==> config.mk <==
export PLATFORM = sky130hd
export DESIGN_NAME = dmem_arbiter
export DESIGN_NICKNAME = d
export VERILOG_FILES = /design/src/rtl/dmem_arbiter.sv
export SDC_FILE = /design/constraint.sdc
export NUM_CORES = 1
export LEC_CHECK = 0
export CORE_ASPECT_RATIO = 1.2
export CORE_MARGIN = 4
export CORE_UTILIZATION = 40
export CTS_CLUSTER_DIAMETER = 60
export DETAILED_ROUTE_END_ITERATION = 8
export GPL_TIMING_DRIVEN = 0
export PLACE_DENSITY = 0.87
export SLEW_MARGIN = 20
export SYNTH_ARGS = -nofsm -noshare
export SYNTH_HDL_FRONTEND = slang
export SYNTH_SLANG_ARGS = --single-unit
==> constraint.sdc <==
create_clock -name clk -period 2.1 [get_ports clk]
set_clock_uncertainty 0.1 [all_clocks]
set_input_delay 0.525 -clock clk [delete_from_list [all_inputs] [get_ports clk]]
set_output_delay 0.525 -clock clk [all_outputs]
set_load 0.05 [all_outputs]
==> src/rtl/dmem_arbiter.sv <==
// Round-robin arbiter sharing one data-memory port between the cpu (port 0) and a
// loader/debug master (port 1); one transaction in flight, fixed-latency read pipe.
module dmem_arbiter #(
  parameter int ADDR_W = 32,
  parameter int DATA_W = 32,
  parameter int RD_LAT = 1
) (
  input  logic              clk,
  input  logic              rst,
  input  logic              p0_req,
  input  logic              p0_we,
  input  logic [ADDR_W-1:0] p0_addr,
  input  logic [DATA_W-1:0] p0_wdata,
  output logic              p0_ack,
  output logic [DATA_W-1:0] p0_rdata,
  input  logic              p1_req,
  input  logic              p1_we,
  input  logic [ADDR_W-1:0] p1_addr,
  input  logic [DATA_W-1:0] p1_wdata,
  output logic              p1_ack,
  output logic [DATA_W-1:0] p1_rdata,
  output logic              mem_en,
  output logic              mem_wen,
  output logic [ADDR_W-1:0] mem_addr,
  output logic [DATA_W-1:0] mem_wdata,
  input  logic [DATA_W-1:0] mem_rdata
);

  localparam int CNT_W = (RD_LAT > 1) ? $clog2(RD_LAT) : 1;

  typedef enum logic [1:0] {IDLE, ISSUE, WAIT, RESP} state_t;

  state_t             state;
  logic               win;
  logic               last;
  logic               is_wr;
  logic [CNT_W-1:0]   cnt;

  logic               grant;
  logic               sel_we;
  logic [ADDR_W-1:0]  sel_addr;
  logic [DATA_W-1:0]  sel_wdata;

  // last==1 means port 1 was granted most recently, so port 0 wins a tie
  always_comb begin
    grant     = p1_req & (~p0_req | ~last);
    sel_we    = grant ? p1_we    : p0_we;
    sel_addr  = grant ? p1_addr  : p0_addr;
    sel_wdata = grant ? p1_wdata : p0_wdata;
  end

  always_ff @(posedge clk) begin
    if (rst) begin
      state     <= IDLE;
      win       <= 1'b0;
      last      <= 1'b1;
      is_wr     <= 1'b0;
      cnt       <= '0;
      mem_en    <= 1'b0;
      mem_wen   <= 1'b0;
      mem_addr  <= '0;
      mem_wdata <= '0;
      p0_ack    <= 1'b0;
      p1_ack    <= 1'b0;
      p0_rdata  <= '0;
      p1_rdata  <= '0;
    end else begin
      case (state)
        IDLE: begin
          if (p0_req || p1_req) begin
            win       <= grant;
            last      <= grant;
            is_wr     <= sel_we;
            mem_en    <= 1'b1;
            mem_wen   <= sel_we;
            mem_addr  <= sel_addr;
            mem_wdata <= sel_wdata;
            // writes complete in the issue cycle itself
            p0_ack    <= sel_we & ~grant;
            p1_ack    <= sel_we & grant;
            state     <= ISSUE;
          end
        end
        ISSUE: begin
          mem_en  <= 1'b0;
          mem_wen <= 1'b0;
          p0_ack  <= 1'b0;
          p1_ack  <= 1'b0;
          if (is_wr) begin
            state <= IDLE;
          end else begin
            cnt   <= CNT_W'(RD_LAT - 1);
            state <= WAIT;
          end
        end
        WAIT: begin
          if (cnt == '0) begin
            if (win) p1_rdata <= mem_rdata;
            else     p0_rdata <= mem_rdata;
            p0_ack <= ~win;
            p1_ack <= win;
            state  <= RESP;
          end else begin
            cnt <= cnt - 1'b1;
          end
        end
        RESP: begin
          p0_ack <= 1'b0;
          p1_ack <= 1'b0;
          state  <= IDLE;
        end
        default: state <= IDLE;
      endcase
    end
  end

endmodule

# Word level (Yosys, flattened, before mapping)
# Index checks and enable logic that the tools add are counted.
dict set report classes {
  add_sub_neg 1
  eq_ne 6
  mux 20
  bitwise 9
  n_reduce_logical 11
}
# operator n
set op_table {}
lappend op_table {{32-bit 2-to-1 mux} 2}
lappend op_table {{1-bit 2-to-1 mux} 9}
lappend op_table {{2-bit case mux with 4 select lines} 1}
lappend op_table {{2-bit AND reduction} 4}
lappend op_table {{2-bit 2-to-1 mux} 3}
lappend op_table {{2-bit != test, second input constant} 3}
lappend op_table {{1-bit case mux with 2 select lines} 3}
lappend op_table {{1-bit case mux with 3 select lines} 2}
lappend op_table {{3-bit AND reduction} 2}
lappend op_table {{1-bit NOT} 5}
lappend op_table {{2-bit == test, second input constant} 2}
lappend op_table {{2-bit nonzero test} 2}
lappend op_table {{1-bit bitwise AND} 3}
lappend op_table {{2-bit by 1-bit == test with 1-bit output, second input constant} 1}
lappend op_table {{2-bit zero test} 1}
lappend op_table {{2-bit OR reduction} 1}
lappend op_table {{1-bit logical OR} 1}
lappend op_table {{1-bit bitwise OR} 1}
lappend op_table {{1-bit subtractor, second input constant} 1}
dict set report totals {
  reg_bits 138
  inputBits 166
  out_inout_bits 132
}

# Logic depth before layout (Yosys ltp)
dict set report depth {
  word_depth 7
  depth_mapped 6
  mapped_depth_nobuf 3
}

# Worst setup path after synthesis
# OpenSTA, ideal clock, no wires.
dict set report synth_timing {
  path_kind {in2reg}
  start {input p1_req}
  end {register mem_addr[0]}
  t_arrival_ps 1448
  setup_slack_ps 463
  stages 6
  n_path_buf 3
  path_cell_list {or2_1 buf_4 and2_4 buf_6 buf_6 a311oi_2}
}
dict set report synth_between {
  elab_chain_cells 2
}
# element line
set synth_rtl {}
lappend synth_rtl {{start, declared} 16} ;# input logic p1_req,
lappend synth_rtl {{1-bit bitwise AND / 1-bit logical OR (equally long branches)} {46, 70}}
lappend synth_rtl {{32-bit 2-to-1 mux / 2-bit AND reduction (equally long branches)} n/a}
lappend synth_rtl {{end signal, assigned} 76} ;# mem_addr <= sel_addr;
lappend synth_rtl {{end, declared} 24} ;# output logic [ADDR_W-1:0] mem_addr,
# Parallel ways exist; a longest one is shown, timed or not.
# A chain may end at the register's enable or synchronous reset.

# Final worst setup path
dict set report layout_timing {
  start {input p1_req}
  end {register mem_addr[17]}
}
# The elaborated chain is that of the path after synthesis.

==> impl_summary.txt <==
----------------------------------------------------
[Min path]
  Hold Path Class ... flop to flop
  Critical hold path startpoint ... p1_rdata[8]
  Hold path cells ... 2
  Endpoint of the worst hold path ... p1_rdata[8]

[Synthesis]
  Number of synthesized flops with an enable pin ... 0
  Synthesized instance count ... between 600 and 700
  Async set or reset register ratio after synthesis ... 0%
  Main combinational cell family by area after synthesis ... compound AO/OA/AOI/OAI gates
  Parity-gate share of the synthesized area counting xor and xnor cells ... 0%
  Number of library cell types mapped by synthesis ... 31
  Cells taking the most area after synthesis ... sky130_fd_sc_hd__dfxtp_1 47%, sky130_fd_sc_hd__nand2_1 17%, sky130_fd_sc_hd__a311oi_2 13%
  Share of Yosys cell area claimed by the top area cell type ... 47.1%
  Ys Warns ... 0
  Primary FF master, synth ... sky130_fd_sc_hd__dfxtp_1
  Proportion of synthesized area in mux cells ... less than 1%
  Synth Area in Compound Gates ... roughly 28%
  Sequential cell area fraction in the yosys report ... 47.1%
  Register bit total from synthesis ... ~140
  Syn Std Cell Area ... slightly below 6000 um2
  Net count of the mapped netlist ... 859
  Adder-cell share of the synthesized area ... 0%
  Biggest area consumer among synthesized cells ... sky130_fd_sc_hd__dfxtp_1
  Post-synth top cells ... 261 x sky130_fd_sc_hd__nand2_1, 137 x sky130_fd_sc_hd__dfxtp_1, 132 x sky130_fd_sc_hd__a21oi_1, 50 x sky130_fd_sc_hd__a311oi_2, 35 x sky130_fd_sc_hd__clkbuf_1
  Most used standard cell by instance count after synthesis ... sky130_fd_sc_hd__nand2_1
  Area share of and/or/nand/nor cells after synthesis ... 19.0%
  Mean instance size in the synthesized netlist ... 8.41 um2

[STA]
  Max Transition Viols Final ... 0
  Worst-Margin Slew ... 0.569 ns
  Timing-limited maximum frequency ... between 400 and 500 MHz
  Number of failing hold endpoints at the final stage ... 0
  Clock period minus final worst setup slack ... between 2 and 2.5 ns
  Final worst hold slack ... ~0.35 ns
  Period utilization ... between 90% and 100%
  Setup violations, final ... 0
  Normalized max-slew margin ... between 60% and 70%

[Worst setup path]
  Reg2Reg Depth ... 4
  CP max-delay cell ... sky130_fd_sc_hd__clkdlybuf4s50_1
  Total buffers and inverters traversed by the critical path ... 3
  Crit path DAT ... around 2.2 ns
  Top delay family on crit path ... buffers and inverters
  Maximum fanout count along the critical path ... 10
  R2R Path End ... mem_wdata[6]
  Slack of the worst reg-to-reg path ... 0.30 ns
  Required time reported for the critical path endpoint ... roughly 2.3 ns
  Worst setup path startpoint ... p1_req
  Setup CP Type ... input pin to flop
  CP max stage delay ... between 0.5 and 0.6 ns
  Chain of cells forming the critical path ... clkdlybuf4s50_1, a21boi_4, buf_4, clkbuf_4, nand2_1, a311oi_2
  CP Launch Type ... input pin
  Worst setup EP type ... flop

[Layout]
  Non-filler cells, final ... roughly 1200
  P&R area growth vs syn ... 62.8%
  Final core utilization ... 66.1%
  Number of nets in the finished design ... roughly 1200
  Share of final-layout standard cells stronger than drive strength 1 ... ~12%
  Antenna Diode Count ... 0

[Clocking]
  Number of buffers inserted during clock tree synthesis ... 17
  Setup bufs post-CTS ... 0
  Clock latency on the worst-skew pair ... slightly above 0.4 ns
  Maximum buffer depth of the clock tree ... 2
  Number of levels in the clock H-tree ... 4
  Clock transition at the register clock pins on the worst setup and hold paths after CTS ... approximately 0.060 ns
  Clk root buf ... sky130_fd_sc_hd__clkbuf_16
  Clock sink count ... around 140
  CTS tree ... yes

[Placed design]
  Placed instance count ... around 1200
  DPL Wire Length ... around 16000 um
  Routability-driven placement congestion ratio ... ~0.85
  Port Buf Inserts ... approximately 300

[GRT]
  Number of global-route vias before repair ... between 6000 and 7000
  Total GRT Usage ... around a quarter
  Global-route wire length before repair ... around 33000 um
  Antenna violations before repair ... 1
  Grt total ovfl ... 0
  Largest net degree at the start of global routing ... 17

[Die]
  Standard-cell rows ... 48
  Initial standard-cell utilization of the core ... between 40% and 50%
  Core area ... between 10000 and 15000 um2
  Area enclosed by the die boundary ... about 17000 um2
  Die span in x ... approximately 120 um
  Top-Level Pins ... about 300
  Die Span Y ... between 100 and 150 um

[Routing]
  Post-DR wirelength/cell ... between 15 and 20 um
  Drt total wl ... 20600 um
  DRC violations left ... 0
  Number of routed nets with antenna violations ... 0
  Total number of vias ... around 6200
  Detailed router's first-iteration violation count ... ~290
  Number of vias per cell after detailed routing ... 5.22
  Detailed-router iteration count before antenna repair ... 4

[Run status]
  Outcome ... finished clean

[Flow run]
  Max Cap Viol ... 0

[Power]
  Cell area power density ... 863 nW/um2
  Leakage component of the power ... roughly 4 nW
  Total Power Consumption ... 8.19 mW
  Worst IR drop on VDD ... 496 uV

----------------------------------------------------
==> registers in the layout, summed over array words and instances (netlist names), named ones only <==
| register | flops |
|---|---|
| mem_wdata | 32 |
| win | 1 |
| last | 1 |
| mem_wen | 1 |
| mem_addr | 32 |
| p0_ack | 1 |
| state | 1 |
| is_wr | 1 |
| mem_en | 1 |
| p1_rdata | 32 |
| p1_ack | 1 |
| p0_rdata | 32 |
==> placed cells by master, fill, tap and decap left out, drive strengths merged, types with 2 or more instances in the layout <==
cell type,count
a21bo,2
bufinv,2
a21oi,132
dlygate4sd2,132
a311oi,65
a211oi,2
clkdlybuf4s50,164
buf,32
clkbuf,57
nand2,261
clkinv,2
nor3,4
o21ai,2
nand2b,2
dfxtp,137
clkinvlp,4
nor2b,4
inv,3
==> cells by family after synthesis <==
group	after synthesis
buffers and inverters	69
AO/OA/AOI/OAI	206
AND/OR/NAND/NOR	280
flip-flops	137
multiplexers	1
==> how the worst max path moves through the flow <==
stage	cells past startpoint	endpoint	slack [ns]
6_report	6	mem_addr[17]	0.09
5_1_grt	5	mem_wdata[6]	-0.002
4_1_cts	4	mem_wdata[24]	0.0005
3_5_place_dp	4	mem_addr[17]	-0.47
3_3_place_gp	4	mem_wdata[1]	-0.44
2_1_floorplan	6	mem_addr[0]	0.46
==> per-layer routing <==
metal  part of all wire, %  vias to the layer above  wire, um  global-route usage [%]
met3                   8.4                       60      1740                    8.36
met2                    51                      265     10500                    44.3
met4                   4.5                        2       925                    12.7
li1                      -                     3026         -                       -
met1                    36                     2886      7480                    24.9
met5                 0.063                        -        13                       0
==> final cells by class <==
| class | instances | area, um2 |
|---|---|---|
| Buffer | 67 | 359 |
| Clock inverter | 9 | 113 |
| Tap cell | 175 | 219 |
| Multi-Input combinational cell | 487 | 2740 |
| Inverter | 2 | 7.51 |
| Fill cell | 1280 | 4870 |
| Timing Repair Buffer | 297 | 2810 |
| Clock buffer | 22 | 494 |
| Sequential cell | 137 | 2740 |
==> per-stage QoR <==
stage / cell area, um2 / TNS (ns) / setup WS (ns)
finish: 9490 / 0 / 0.0901
global route: 9490 / -0.00357 / -0.00189
CTS: 9470 / 0 / 0.000530
detailed placement: 9020 / -41.36 / -0.466
global placement: 9020 / -38.88 / -0.438
floorplan: 5830 / 0 / 0.463
==> repair_timing <==
action / CTS / global route
gates resized for setup: 136 / 18
endpoints found under the hold margin: 0 / 0
hold buffers: 0 / 0
setup endpoints to repair: 147 / 49
==> worst reg2reg max path: cells and delay by family (launching register included) <==
kind	cells	cell delay (ns)
compound gates	2	0.43
simple gates	1	0.41
buf+inv	1	0.47
flops	1	0.32
==> power by group <==
group / internal (mW) / switching (mW)
clock: 1.90 / 1.14
combinational: 0.800 / 1.42
sequential: 2.81 / 0.109
total: 5.52 / 2.67
(Power assumes the default switching activity.)
